### src/rtl/mdu_pkg.sv
// Shared types, constants and op-decode helpers for the iterative multiply/divide unit.
// Latency/backpressure are properties of mult_div_unit; this package holds no logic state.
package mdu_pkg;

   typedef enum logic [1:0] {
      MULT  = 2'b00,
      MULTU = 2'b01,
      DIV   = 2'b10,
      DIVU  = 2'b11
   } mdu_op_t;

   typedef enum logic [1:0] {
      IDLE = 2'b00,
      CALC = 2'b01,
      FIX  = 2'b10,
      DONE = 2'b11
   } mdu_state_t;

   localparam int          MDU_ITERS     = 32;
   localparam int          MDU_CNT_W     = $clog2(MDU_ITERS);
   localparam logic [31:0] MDU_DIVZERO_Q = 32'hFFFF_FFFF;

   function automatic logic mdu_is_div(input mdu_op_t o);
      return o[1];
   endfunction

   function automatic logic mdu_is_signed(input mdu_op_t o);
      return ~o[0];
   endfunction

endpackage

### src/rtl/mdu_step.sv
// One combinational iteration: LSB-first shift-add for multiply, MSB-first restoring
// shift-subtract for divide, sharing a single 33-bit adder. Zero latency, no flow control.
module mdu_step #(
   parameter int WIDTH = 32
) (
   input  logic [2*WIDTH-1:0] acc,
   input  logic [WIDTH-1:0]   opb,
   input  logic               is_div,
   input  logic               bit_in,
   output logic [2*WIDTH-1:0] acc_nxt
);

   logic [WIDTH:0]   add_x;
   logic [WIDTH:0]   add_y;
   logic [WIDTH+1:0] sum;
   logic             geq;

   always_comb begin
      // Divide computes x + ~b + 1; its carry-out is the "remainder >= divisor" flag.
      add_x = is_div ? {acc[2*WIDTH-1:WIDTH], bit_in} : {1'b0, acc[2*WIDTH-1:WIDTH]};
      add_y = is_div ? ~{1'b0, opb} : (bit_in ? {1'b0, opb} : '0);
      sum   = {1'b0, add_x} + {1'b0, add_y} + {{(WIDTH + 1){1'b0}}, is_div};
      geq   = sum[WIDTH+1];
      if (!is_div) begin
         acc_nxt = {sum[WIDTH:0], acc[WIDTH-1:1]};
      end else if (geq) begin
         acc_nxt = {sum[WIDTH-1:0], acc[WIDTH-2:0], 1'b1};
      end else begin
         acc_nxt = {add_x[WIDTH-1:0], acc[WIDTH-2:0], 1'b0};
      end
   end

endmodule

### src/rtl/mult_div_unit.sv
// Iterative MULT/MULTU/DIV/DIVU: done pulses 34 cycles after start is accepted.
// No backpressure: start is ignored while busy; hi/lo hold from one done to the next.
module mult_div_unit
   import mdu_pkg::*;
#(
   parameter int WIDTH = 32
) (
   input  logic             clk,
   input  logic             rst_n,
   input  logic             start,
   input  logic [1:0]       op,
   input  logic [WIDTH-1:0] rs,
   input  logic [WIDTH-1:0] rt,
   output logic             busy,
   output logic             done,
   output logic [WIDTH-1:0] hi,
   output logic [WIDTH-1:0] lo
);

   mdu_state_t             state_q, state_d;
   mdu_op_t                op_q, op_d;
   logic                   neg_a_q, neg_a_d;
   logic                   neg_b_q, neg_b_d;
   logic [WIDTH-1:0]       a_q, a_d;
   logic [WIDTH-1:0]       b_q, b_d;
   logic [2*WIDTH-1:0]     acc_q, acc_d;
   logic [MDU_CNT_W-1:0]   cnt_q, cnt_d;
   logic [WIDTH-1:0]       hi_q, hi_d;
   logic [WIDTH-1:0]       lo_q, lo_d;

   logic [2*WIDTH-1:0]     acc_nxt;
   logic                   step_div;
   logic                   step_bit;
   logic [WIDTH-1:0]       quo;
   logic [WIDTH-1:0]       rem;
   logic [2*WIDTH-1:0]     prod;

   // a_q is a shift register feeding one operand-A bit per iteration.
   assign step_div = mdu_is_div(op_q);
   assign step_bit = step_div ? a_q[WIDTH-1] : a_q[0];

   mdu_step #(.WIDTH(WIDTH)) u_step (
      .acc     (acc_q),
      .opb     (b_q),
      .is_div  (step_div),
      .bit_in  (step_bit),
      .acc_nxt (acc_nxt)
   );

   always_ff @(posedge clk) begin
      if (!rst_n) begin
         state_q <= IDLE;
         op_q    <= MULT;
         neg_a_q <= 1'b0;
         neg_b_q <= 1'b0;
         a_q     <= '0;
         b_q     <= '0;
         acc_q   <= '0;
         cnt_q   <= '0;
         hi_q    <= '0;
         lo_q    <= '0;
      end else begin
         state_q <= state_d;
         op_q    <= op_d;
         neg_a_q <= neg_a_d;
         neg_b_q <= neg_b_d;
         a_q     <= a_d;
         b_q     <= b_d;
         acc_q   <= acc_d;
         cnt_q   <= cnt_d;
         hi_q    <= hi_d;
         lo_q    <= lo_d;
      end
   end

   always_comb begin
      state_d = state_q;
      unique case (state_q)
         IDLE:    if (start) state_d = CALC;
         CALC:    if (cnt_q == MDU_CNT_W'(MDU_ITERS - 1)) state_d = FIX;
         FIX:     state_d = DONE;
         DONE:    state_d = IDLE;
         default: state_d = IDLE;
      endcase
   end

   always_comb begin
      op_d    = op_q;
      neg_a_d = neg_a_q;
      neg_b_d = neg_b_q;
      a_d     = a_q;
      b_d     = b_q;
      acc_d   = acc_q;
      cnt_d   = cnt_q;
      hi_d    = hi_q;
      lo_d    = lo_q;
      quo     = acc_q[WIDTH-1:0];
      rem     = acc_q[2*WIDTH-1:WIDTH];
      prod    = acc_q;
      unique case (state_q)
         IDLE: begin
            if (start) begin
               op_d    = mdu_op_t'(op);
               neg_a_d = mdu_is_signed(mdu_op_t'(op)) & rs[WIDTH-1];
               neg_b_d = mdu_is_signed(mdu_op_t'(op)) & rt[WIDTH-1];
               a_d     = neg_a_d ? -rs : rs;
               b_d     = neg_b_d ? -rt : rt;
               acc_d   = '0;
               cnt_d   = '0;
            end
         end
         CALC: begin
            acc_d = acc_nxt;
            cnt_d = cnt_q + MDU_CNT_W'(1);
            a_d   = step_div ? (a_q << 1) : (a_q >> 1);
         end
         FIX: begin
            if (step_div) begin
               // Divide-by-zero leaves |rs| as remainder, which the dividend-sign fix turns back into rs.
               if (neg_a_q ^ neg_b_q) quo = -quo;
               if (neg_a_q) rem = -rem;
               if (b_q == '0) quo = MDU_DIVZERO_Q;
               hi_d = rem;
               lo_d = quo;
            end else begin
               if (neg_a_q ^ neg_b_q) prod = -prod;
               {hi_d, lo_d} = prod;
            end
         end
         default: ;
      endcase
   end

   always_comb begin
      busy = (state_q != IDLE);
      done = (state_q == DONE);
      hi   = hi_q;
      lo   = lo_q;
   end

endmodule

### config.mk
export PLATFORM = sky130hd
export DESIGN_NAME = mult_div_unit
export DESIGN_NICKNAME = d
export VERILOG_FILES = /design/src/rtl/mdu_pkg.sv /design/src/rtl/mdu_step.sv /design/src/rtl/mult_div_unit.sv
export SDC_FILE = /design/constraint.sdc
export NUM_CORES = 1
export LEC_CHECK = 0
export BUFFER_PORTS_ARGS = -buffer_cell sky130_fd_sc_hd__buf_2
export CAP_MARGIN = 10
export CORE_MARGIN = 2
export CORE_UTILIZATION = 35
export CTS_CLUSTER_DIAMETER = 40
export DETAILED_ROUTE_END_ITERATION = 7
export HOLD_SLACK_MARGIN = 0.15
export PLACE_DENSITY_LB_ADDON = 0.05
export SYNTH_ARGS = -nofsm -noshare
export SYNTH_HDL_FRONTEND = slang
export SYNTH_SLANG_ARGS = --single-unit
### constraint.sdc
create_clock -name clk -period 11.85 [get_ports clk]
set_input_delay 0 -clock clk [delete_from_list [all_inputs] [get_ports clk]]
set_output_delay 0 -clock clk [all_outputs]
set_load 0.02 [all_outputs]
# Yosys cells after proc, flatten, opt, wreduce, memory -nomap -nowiden

Index checks and enable logic that the tools add are counted.

Register bits after elaboration: 203
Input bits: 69

Add/subtract/negate cells: 8
Eq/ne operators: 6
Muxes and demuxes: 24
Bitwise gates (word level): 5
Reduce and logical (&&, ||, !) cells: 7

Operators by type and width:

| kind                                                 | count |
|---|---|
| two-way mux 32 bit                                   | 10 |
| two-way mux 64 bit                                   | 4 |
| negation 32 bit                                      | 4 |
| one-hot mux 64 bit (2 select lines)                  | 1 |
| two-way mux 33 bit                                   | 2 |
| negation 64 bit                                      | 1 |
| one-hot mux 32 bit (2 select lines)                  | 1 |
| adder 33 x 33 -> 34 bit                              | 1 |
| adder 34 x 1 -> 34 bit                               | 1 |
| inverter 32 -> 33 bit                                | 1 |
| zero test 32 bit                                     | 1 |
| one-hot mux 5 bit (2 select lines)                   | 1 |
| one-hot mux 2 bit (4 select lines)                   | 1 |
| AND reduction 2 bit                                  | 3 |
| adder 5 x 1 -> 5 bit (second input constant)         | 1 |
| equality test 5 bit (second input constant)          | 1 |
| two-way mux 5 bit                                    | 1 |
| equality test 2 bit (second input constant)          | 2 |
| two-way mux 2 bit                                    | 2 |
| != test 2 bit (second input constant)                | 2 |
| nonzero test 2 bit                                   | 2 |
| AND 1 bit                                            | 2 |
| equality test 2 x 1 -> 1 bit (second input constant) | 1 |
| zero test 2 bit                                      | 1 |
| other kinds (3)                                      | 3 |

# Longest topological paths before layout

Gate-level depths: netlist (run 1).

Depth after elaboration: 8
Gate-level depth with buffers: 18
Depth with buffers taken out: 14

# Cells and area by module

A second synthesis (run 1) with hierarchy kept.

Cell total of the unflattened synthesis: 1892
Area, all modules: 14720.4 um2

Modules (own cells, without submodules):

| module        | instances | cells an instance | area each (um2) | sequential area each (um2) |
|---|---|---|---|---|
| mult_div_unit | 1         | 1358              | 11157.0         | 4043.9 |
| mdu_step      | 1         | 534               | 3563.4          | 0.0 |

# Least setup slack after synthesis (run 1)

No wires, ideal clock.

Path type: reg2reg
Start: register op_q[1]
End: register acc_q[62]
Setup time: 117 ps
Arrival time: 4211 ps
Slack: 7522 ps
Cell stages (with the launch flop): 18
Period minus slack after synthesis: 4328 ps
Cell sequence: dfxtp_1 buf_2 clkbuf_1 clkbuf_1 clkbuf_1 o21ai_0 inv_1 fa_1 inv_1 fa_1 a21o_1 a221o_1 a311o_1 a21oi_1 o211ai_1 a221oi_2 mux2i_1 a32o_1

Cells in the longest elaborated chain, start to end: 8
Elaborated cells on any way between the ends: 9
Classes of those cells: add/sub (2); mux (7)

RTL lines:

| element                               | RTL line             | text |
|---|---|---|
| from (decl)                           | mult_div_unit.sv:21  | `mdu_op_t op_q, op_d;` |
| from (signal assigned)                | mult_div_unit.sv:64  | `op_q <= op_d;` |
| two-way mux 1 bit                     | mult_div_unit.sv:40  | `assign step_bit = step_div ? a_q[WIDTH-1] : a_q[0];` |
| two-way mux 32 bit                    | mdu_step.sv:21       | `add_y = is_div ? ~{1'b0, opb} : (bit_in ? {1'b0, opb} : '0);` |
| two-way mux 33 bit                    | mdu_step.sv:21       |  |
| adder 33 x 33 -> 34 bit               | mdu_step.sv:22       | `sum = {1'b0, add_x} + {1'b0, add_y} + {{(WIDTH + 1){1'b0}}, is_div};` |
| adder 34 x 1 -> 34 bit                | mdu_step.sv:22       |  |
| two-way mux 64 bit                    | mdu_step.sv:26       | `end else if (geq) begin` |
| two-way mux 64 bit *                  | mdu_step.sv:24       | `if (!is_div) begin` |
| one-hot mux 64 bit (2 select lines) * | mult_div_unit.sv:100 | `unique case (state_q)` |
| to (signal assigned)                  | mult_div_unit.sv:58  | `acc_q <= '0;` |
| to (signal assigned)                  | mult_div_unit.sv:69  | `acc_q <= acc_d;` |
| to (decl)                             | mult_div_unit.sv:26  | `logic [2*WIDTH-1:0] acc_q, acc_d;` |

Mark *: on every way between the ends. The rest lies on a longest branch, timed or not.
A chain may end at the register's enable or synchronous reset.

# Final worst setup path (run 1)

Ends and elaborated chain as after synthesis.

==> metrics, run 1 <==
status=complete, no violations; Worst VDD drop=0.100 mV; Worst Skew=0.0165 ns; clock root cell=clkbuf_16; number of global-route vias before repair=13300; DIE HEIGHT=205 µm; Worst-Margin Slew=1.04 ns; worst endpoint required time=12.27 ns; hold_sp=start; RSZ-0062 raised after global routing=no; Mapped Avg Cell Area=7.54 µm²; die area=0.0421 mm²; clk_lat worst skew=0.53 ns; vias=14100; synth-to-layout area growth=23.5%; Inst Count DP=2405; Syn Inst Count=1877; Worst EP arrival=5.28 ns; die width=205 µm; DR vias/cell=5.47; sequential fraction of the synthesis area=0.286; hpwl dp=32200 µm; Design Area, Final=0.0175 mm²; Cell Count, Final, Fillers Out=2580; register-to-register setup slack=6.99 ns; CTS tree=done; FILL cells=4100; Final Util=0.439; drt total wl=45200 µm; most frequent cell after synthesis=nor2_1; Worst Path Class, Setup=reg2reg; WL per Instance=17.5 µm; routability cong.=0.902; Yosys reg bits=202; CTS resizes=0; final hold viol count=0; DRC errors left=0; syn_nets=1990; fin crit share=0.411; leakage power=6.86 nW; first-pass GRT wire length=73000 µm; Clk pin slew, worst setup/hold paths=0.05 ns; R2R Path End=acc_q[62]$_SDFFE_PN0P_; mapped cell area=0.0142 mm²; Detailed Routing Iterations Pass 1=7; # IOs=135; CP Max Fanout=61; FFs w/ async S/R, synth=0; maxcap violations=0; Final Slew Violations=0; Primary FF master, synth=dfxtp_1; post-synth top area cell=dfxtp_1; Setup WS pre-CTS=6.99 ns; final setup margin=6.99 ns; CTS Buf Count=38; EDFF count, synth=0; initial DRC count=884; Crit. End Element=register; R2R depth=14; H-tree Lvls=2; Initial Util=0.355; Slew HR=0.308; placed cell area=0.0151 mm²; pin count of the biggest net entering global routing=73; Synth warnings=0; IO Port Bufs=134; area of the core=0.0398 mm²; gr usage total=0.213; Hold Crit Class=in2reg; Antenna Nets Post-Route=0; worst reg2reg startpoint=op_q[1]$_SDFFE_PN0P_; GR Overflow Total=0; Synth cell types=84; CTS sink cnt=202; Final setup violation count=0; Rows=73; max frequency=0.206 GHz; Area contributors post-synth=dfxtp_1, a21oi_1, o21ai_0, nor2_1, mux2i_1; Setup Fix Bufs, Post-CTS=0; hold depth=4; Setup crit start kind=register; Power Density=210 mW/mm²; Synth top area share=0.286; commonest cells in the netlist=nor2_1, dfxtp_1, a21oi_1, nand2_1, o21ai_0; Worst Hold End=b_q[0]$_SDFFE_PN0P_; Clock Path Buffers=3; minimum clock period=4.86 ns; initial antenna violation count=1; Layout Nets=2140; share of layout cells above drive strength 1=0.134; # diodes=0; TNS Setup=0 ns
[worst max path at each step]
stage,from,endpoint,slack [ns]
6_report,op_q[1]$_SDFFE_PN0P_,acc_q[62]$_SDFFE_PN0P_,6.99
3_5_place_dp,op_q[1]$_SDFFE_PN0P_,acc_q[62]$_SDFFE_PN0P_,6.99
5_1_grt,op_q[1]$_SDFFE_PN0P_,acc_q[62]$_SDFFE_PN0P_,6.72
4_1_cts,op_q[1]$_SDFFE_PN0P_,acc_q[62]$_SDFFE_PN0P_,6.96
2_1_floorplan,op_q[1]$_SDFFE_PN0P_,acc_q[62]$_SDFFE_PN0P_,7.52
3_3_place_gp,op_q[1]$_SDFFE_PN0P_,acc_q[62]$_SDFFE_PN0P_,7.05
[metal layers]
layer,share of wire,global-route usage,routed length (µm),up-vias
met4,0.019,0.0529,870,0
met1,0.51,0.314,22900,6553
li1,-,-,-,7146
met3,0.052,0.0360,2360,62
met5,0,0,0,-
met2,0.42,0.320,19100,361
[power breakdown]
| group | switching (mW) | internal, mW | leakage [nW] |
|---|---|---|---|
| sequential | 0.177 | 0.861 | 1.65 |
| combinational | 0.955 | 0.544 | 4.56 |
| clock | 0.375 | 0.756 | 0.647 |
| total | 1.51 | 2.16 | 6.86 |
[kinds of logic after synthesis]
family,count (synthesis),share of synthesized area
fa+ha+maj,44,0.0400
simple gates,606,0.203
buf+inv,187,0.0507
flops,202,0.286
compound gates,604,0.265
xor+xnor,134,0.0829
mux,100,0.0734
[state kept, by name, summed over array words and instances, names as in the netlist]
name / count
a_q: 32
acc_q: 64
b_q: 32
cnt_q: 5
hi: 32
lo: 32
neg_a_q: 1
neg_b_q: 1
op_q: 1
state_q: 2
[cell type report]
cell class / instances / area (µm²) / area share
Clock buffer: 49 / 1040 / 0.0597
Clock inverter: 19 / 288 / 0.0165
Inverter: 35 / 134 / 0.00766
Multi-Input combinational cell: 1488 / 9410 / 0.538
Sequential cell: 202 / 4050 / 0.232
Tap cell: 525 / 657 / 0.0376
Timing Repair Buffer: 262 / 1900 / 0.109
[stage by stage]
stage	power [mW]	hold WS, ns
floorplan	2.07	0.136
global placement	2.51	0.314
detailed placement	2.51	0.315
CTS	3.70	0.151
global route	3.93	0.192
finish	3.67	0.127
[critical path: stages, from the launching register on]
cell and delay (ns):
dfxtp_4 0.72, inv_2 0.35, buf_4 0.38, mux2_2 0.31
fa_1 0.19, inv_1 0.06, fa_1 0.41, a21o_1 0.22
a221o_1 0.34, a311o_1 0.42, a21oi_1 0.29, o211ai_1 0.23
a221oi_2 0.41, mux2i_1 0.13, a32o_1 0.25
[cell usage in the layout (no fill, tap or decap), types with 10 or more instances in the layout]
cell type      synthesis  routed
a211oi_1              39      39
a21o_1                17      17
a21oi_1              184     183
a31oi_1               16      16
and3_1                12      12
buf_2                  4     134
buf_4                  1      21
clkbuf_16              0      39
dfxtp_1              202     201
dlygate4sd3_1          0     107
ha_1                  42      40
inv_1                 34      32
mux2_2                30      30
mux2i_1               70      70
nand2_1              162     162
nand2b_1              10      10
nand3_1               52      52
nor2_1               206     204
nor3_1                40      40
nor4_1                27      27
o211ai_1              34      34
o21ai_0              158     158
o21ai_1               20      20
o221ai_1              17      17
o31ai_1               31      31
or3_1                 24      24
or4_1                 19      19
xnor2_1               59      59
xor2_1                75      75
[timing repair]
item                                    in CTS  in global routing
hold buffers                               107                  0
endpoints found under the hold margin      108                  0
endpoints found under the setup margin       0                  0
No activity file was read; power rests on OpenSTA's default activity.
==> run 2: changes to the inputs <==
--- a/config.mk
+++ b/config.mk
@@ -5,6 +5,7 @@
 export SDC_FILE = /design/constraint.sdc
 export NUM_CORES = 1
 export LEC_CHECK = 0
+export ABC_AREA = 1
 export BUFFER_PORTS_ARGS = -buffer_cell sky130_fd_sc_hd__buf_2
 export CAP_MARGIN = 10
 export CORE_MARGIN = 2
==> constraint.sdc (replaced) <==
create_clock -name clk -period 4.52 [get_ports clk]
set_input_delay 0 -clock clk [delete_from_list [all_inputs] [get_ports clk]]
set_output_delay 0 -clock clk [all_outputs]
set_load 0.02 [all_outputs]
==> run 2 against run 1 <==
Combinational power rose to 4.3 times the previous value. Die area up 16%. Via count up 36%. Area after synthesis up 16%. Clock-buffer cell count down 5. Cell count up 45%. Flip-flop and latch count unchanged. Final area up 17%. Sequential share of layout area down 3.3 points. First-iteration DRC count up 60%. Global-route usage up 5.1 points. Critical endpoint is now acc_q[41]$_SDFFE_PN0P_.
==> metrics, run 2 <==
Antenna Nets Post-Route=0 (unchanged); sequential fraction of the synthesis area=0.246 (-0.0395); family with the most delay on the worst path=simple AND/OR/NAND/NOR gates; first-pass GRT wire length=101000 µm (+38%); share of layout cells above drive strength 1=0.0949 (-0.0394); hpwl dp=48300 µm (+50%); leakage power=9.79 nW (+43%); CP max stage delay=0.44 ns (-0.28 ns); Setup Fix Bufs, Post-CTS=0 (unchanged); H-tree Lvls=2 (unchanged); DR vias/cell=5.14 (-6.1%); CTS tree=done; Setup crit start kind=register; maxcap violations=0 (unchanged); status=complete, no violations; GR Overflow Total=0 (unchanged); Power Density=606 mW/mm² (+190%); DRC errors left=0 (unchanged); syn_nets=2998 (+51%); Synth warnings=0 (unchanged); FFs w/ async S/R, synth=0 (unchanged); Top reg by flops=acc_q; IO Port Bufs=134 (unchanged); number of global-route vias before repair=18200 (+37%); CTS Buf Count=40 (+5.3%); commonest cells in the netlist=nand2_1, inv_1, nor2_1, o21ai_0, a21oi_1; CP Max Fanout=147 (+140%); GR Util met2=0.444 (+0.124); Worst Path Class, Setup=reg2reg; final hold viol count=0 (unchanged); max frequency=0.279 GHz (+36%); Worst EP arrival=4.00 ns (-1.28 ns); area of the core=0.0465 mm² (+17%); Yosys reg bits=202 (unchanged); Mapped Avg Cell Area=5.69 µm² (-24%); synth-to-layout area growth=24.2%; Primary FF master, synth=dfxtp_1; fin crit share=0.794 (+0.383); Layout Nets=3215 (+50%); mapped cell area=0.0164 mm² (+16%); Final setup violation count=0 (unchanged); final setup margin=0.933 ns (-6.05 ns); RSZ-0062 raised after global routing=no; Synth top area share=0.246 (-0.0395); Crit. End Element=register; global routing usage on met3=0.0301 (-0.00585); gr busiest metal=met2; DIE HEIGHT=221 µm (+7.6%); Setup WS pre-CTS=0.698 ns (-6.30 ns); most frequent cell after synthesis=nand2_1; Slowest-stage cell, CP=ha_1; drt total wl=64400 µm (+42%); WL per Instance=17.2 µm (-1.8%); Buf+Inv Stages, Crit Path=2 (-1); commonest non-fill, non-tap cell in the layout=nand2_1; FILL cells=5126 (+25%); minimum clock period=3.59 ns (-1.28 ns); crit path cell chain=buf_12, o21ai_0, ha_1, nand2_1, nand2_1, nand2_1, nand2_1, inv_1, a21oi_1, nor2_4, nand2_8, nor2_4, nand2_1, nand3b_1, a21oi_1; initial antenna violation count=0 (-1); post-synth top area cell=dfxtp_1; CTS resizes=0 (unchanged); clk_lat worst skew=0.56 ns (+0.03 ns); Multi-input gate area=0.0103 mm² (+9.8%); Syn Inst Count=2885 (+54%); Most common cell on crit path=nand2_1; Worst Skew=0.0185 ns (+0.00200 ns); Clk pin slew, worst setup/hold paths=0.06 ns (about the same); # IOs=135 (unchanged); clock root cell=clkbuf_16; EDFF count, synth=0 (unchanged); Synth cell types=48 (-43%); pin count of the biggest net entering global routing=148 (+100%); Detailed Routing Iterations Pass 1=5 (-2); vias=19200 (+36%); worst endpoint required time=4.93 ns (-7.34 ns); Initial Util=0.354 (-0.00186); Hold Crit Class=in2reg; CTS sink cnt=202 (unchanged); commonest cells after routing, fill and taps aside=nand2_1, inv_1, nor2_1, o21ai_0, a21oi_1; TNS Setup=0 ns (unchanged); Slew HR=0.314 (+0.00577); routability cong.=0.944 (+4.7%); die width=221 µm (+7.6%); Area contributors post-synth=dfxtp_1, nand2_1, inv_1, nor2_1, o21ai_0; Rows=79 (+8.2%); max reg flops=64 (unchanged); initial DRC count=1410 (+60%); sequential cell area=0.00405 mm² (unchanged); Worst VDD drop=0.554 mV (+450%); met1 usage=0.354 (+0.0400); gr usage total=0.264 (+0.0508); die area=0.0487 mm² (+16%); Clock Path Buffers=3 (unchanged); Final Slew Violations=0 (unchanged); Worst-Margin Slew=1.03 ns (-0.00723 ns)
## run 2: cell count changes in the layout (fill, tap and decap cells not counted), sizes merged, moves of 37 or more
cell and change:
mux2i -70, xor2 -45, xnor2 -50, a211oi -37, nand4 +39, dlygate4sd3 +38
inv +366, nor2 +151, nand2 +657, nand3 +173, o21ai +67, a21oi +39
## run 2: cells by family (layout without fill, tap and decap cells)
group | after synthesis | in the layout | synth area share
buf+inv | 528 | 774 | 0.126
other cells | 0 | 1 | 0
flops | 202 | 202 | 0.246
xor+xnor | 39 | 39 | 0.0208
simple gates | 1520 | 1520 | 0.392
fa+ha+maj | 44 | 44 | 0.0344
compound gates | 552 | 552 | 0.181
## run 2: routing by layer
layer	wire, µm	vias up	part of all wire
met4	1690	0	0.026
li1	-	9747	-
met5	0	-	0
met1	29700	8906	0.46
met3	3080	96	0.048
met2	29900	478	0.46
## run 2: where the power goes
part,total [mW],leakage (nW),internal (mW),switching (mW)
Combinational,6.49,7.45,2.06,4.42
Clock,3.16,0.690,2.02,1.13
Sequential,2.72,1.65,2.27,0.443
## run 2: layout make-up
class                      instances  share of cell area
antenna                            1            0.000123
clock inverter                    27              0.0174
clock buffer                      44              0.0523
sequential                       202               0.198
timing repair buffer             303               0.114
tap                              607              0.0372
multi-input combinational       2155               0.507
inverter                         400              0.0737
## run 2: tightest hold or removal path, delay by kind of cell
kind / cells / cell delay [ns]
compound gates: 1 / 0.12
buf+inv: 3 / 0.67
## run 2: repair_timing
action,CTS,global route
endpoints found under the setup margin,0,0
hold buffers,145,0
endpoints found under the hold margin,100,0
## run 2: path summary, 6_finish.rpt
path                            end  depth (start not counted)  slack (ns)                  from
min reg2reg     lo[24]$_SDFFE_PN0P_                          2        0.48   lo[24]$_SDFFE_PN0P_
max reg2reg  acc_q[41]$_SDFFE_PN0P_                         15        0.93  op_q[1]$_SDFFE_PN0P_
min             b_q[0]$_SDFFE_PN0P_                          4        0.27                 rt[0]
max          acc_q[41]$_SDFFE_PN0P_                         15        0.93  op_q[1]$_SDFFE_PN0P_
## run 2: metrics by stage
stage	hold WS, ns	utilization	std cells	area, µm²	power [mW]
final	0.265	0.439	3739	20400	12.4
after floorplan	0.150	-	2885	16400	7.00
after global placement	0.287	0.377	3521	17500	8.96
after global routing	0.282	0.439	3738	20400	13.4
after detailed placement	0.310	0.377	3521	17500	8.96
after CTS	0.238	0.439	3737	20400	12.4
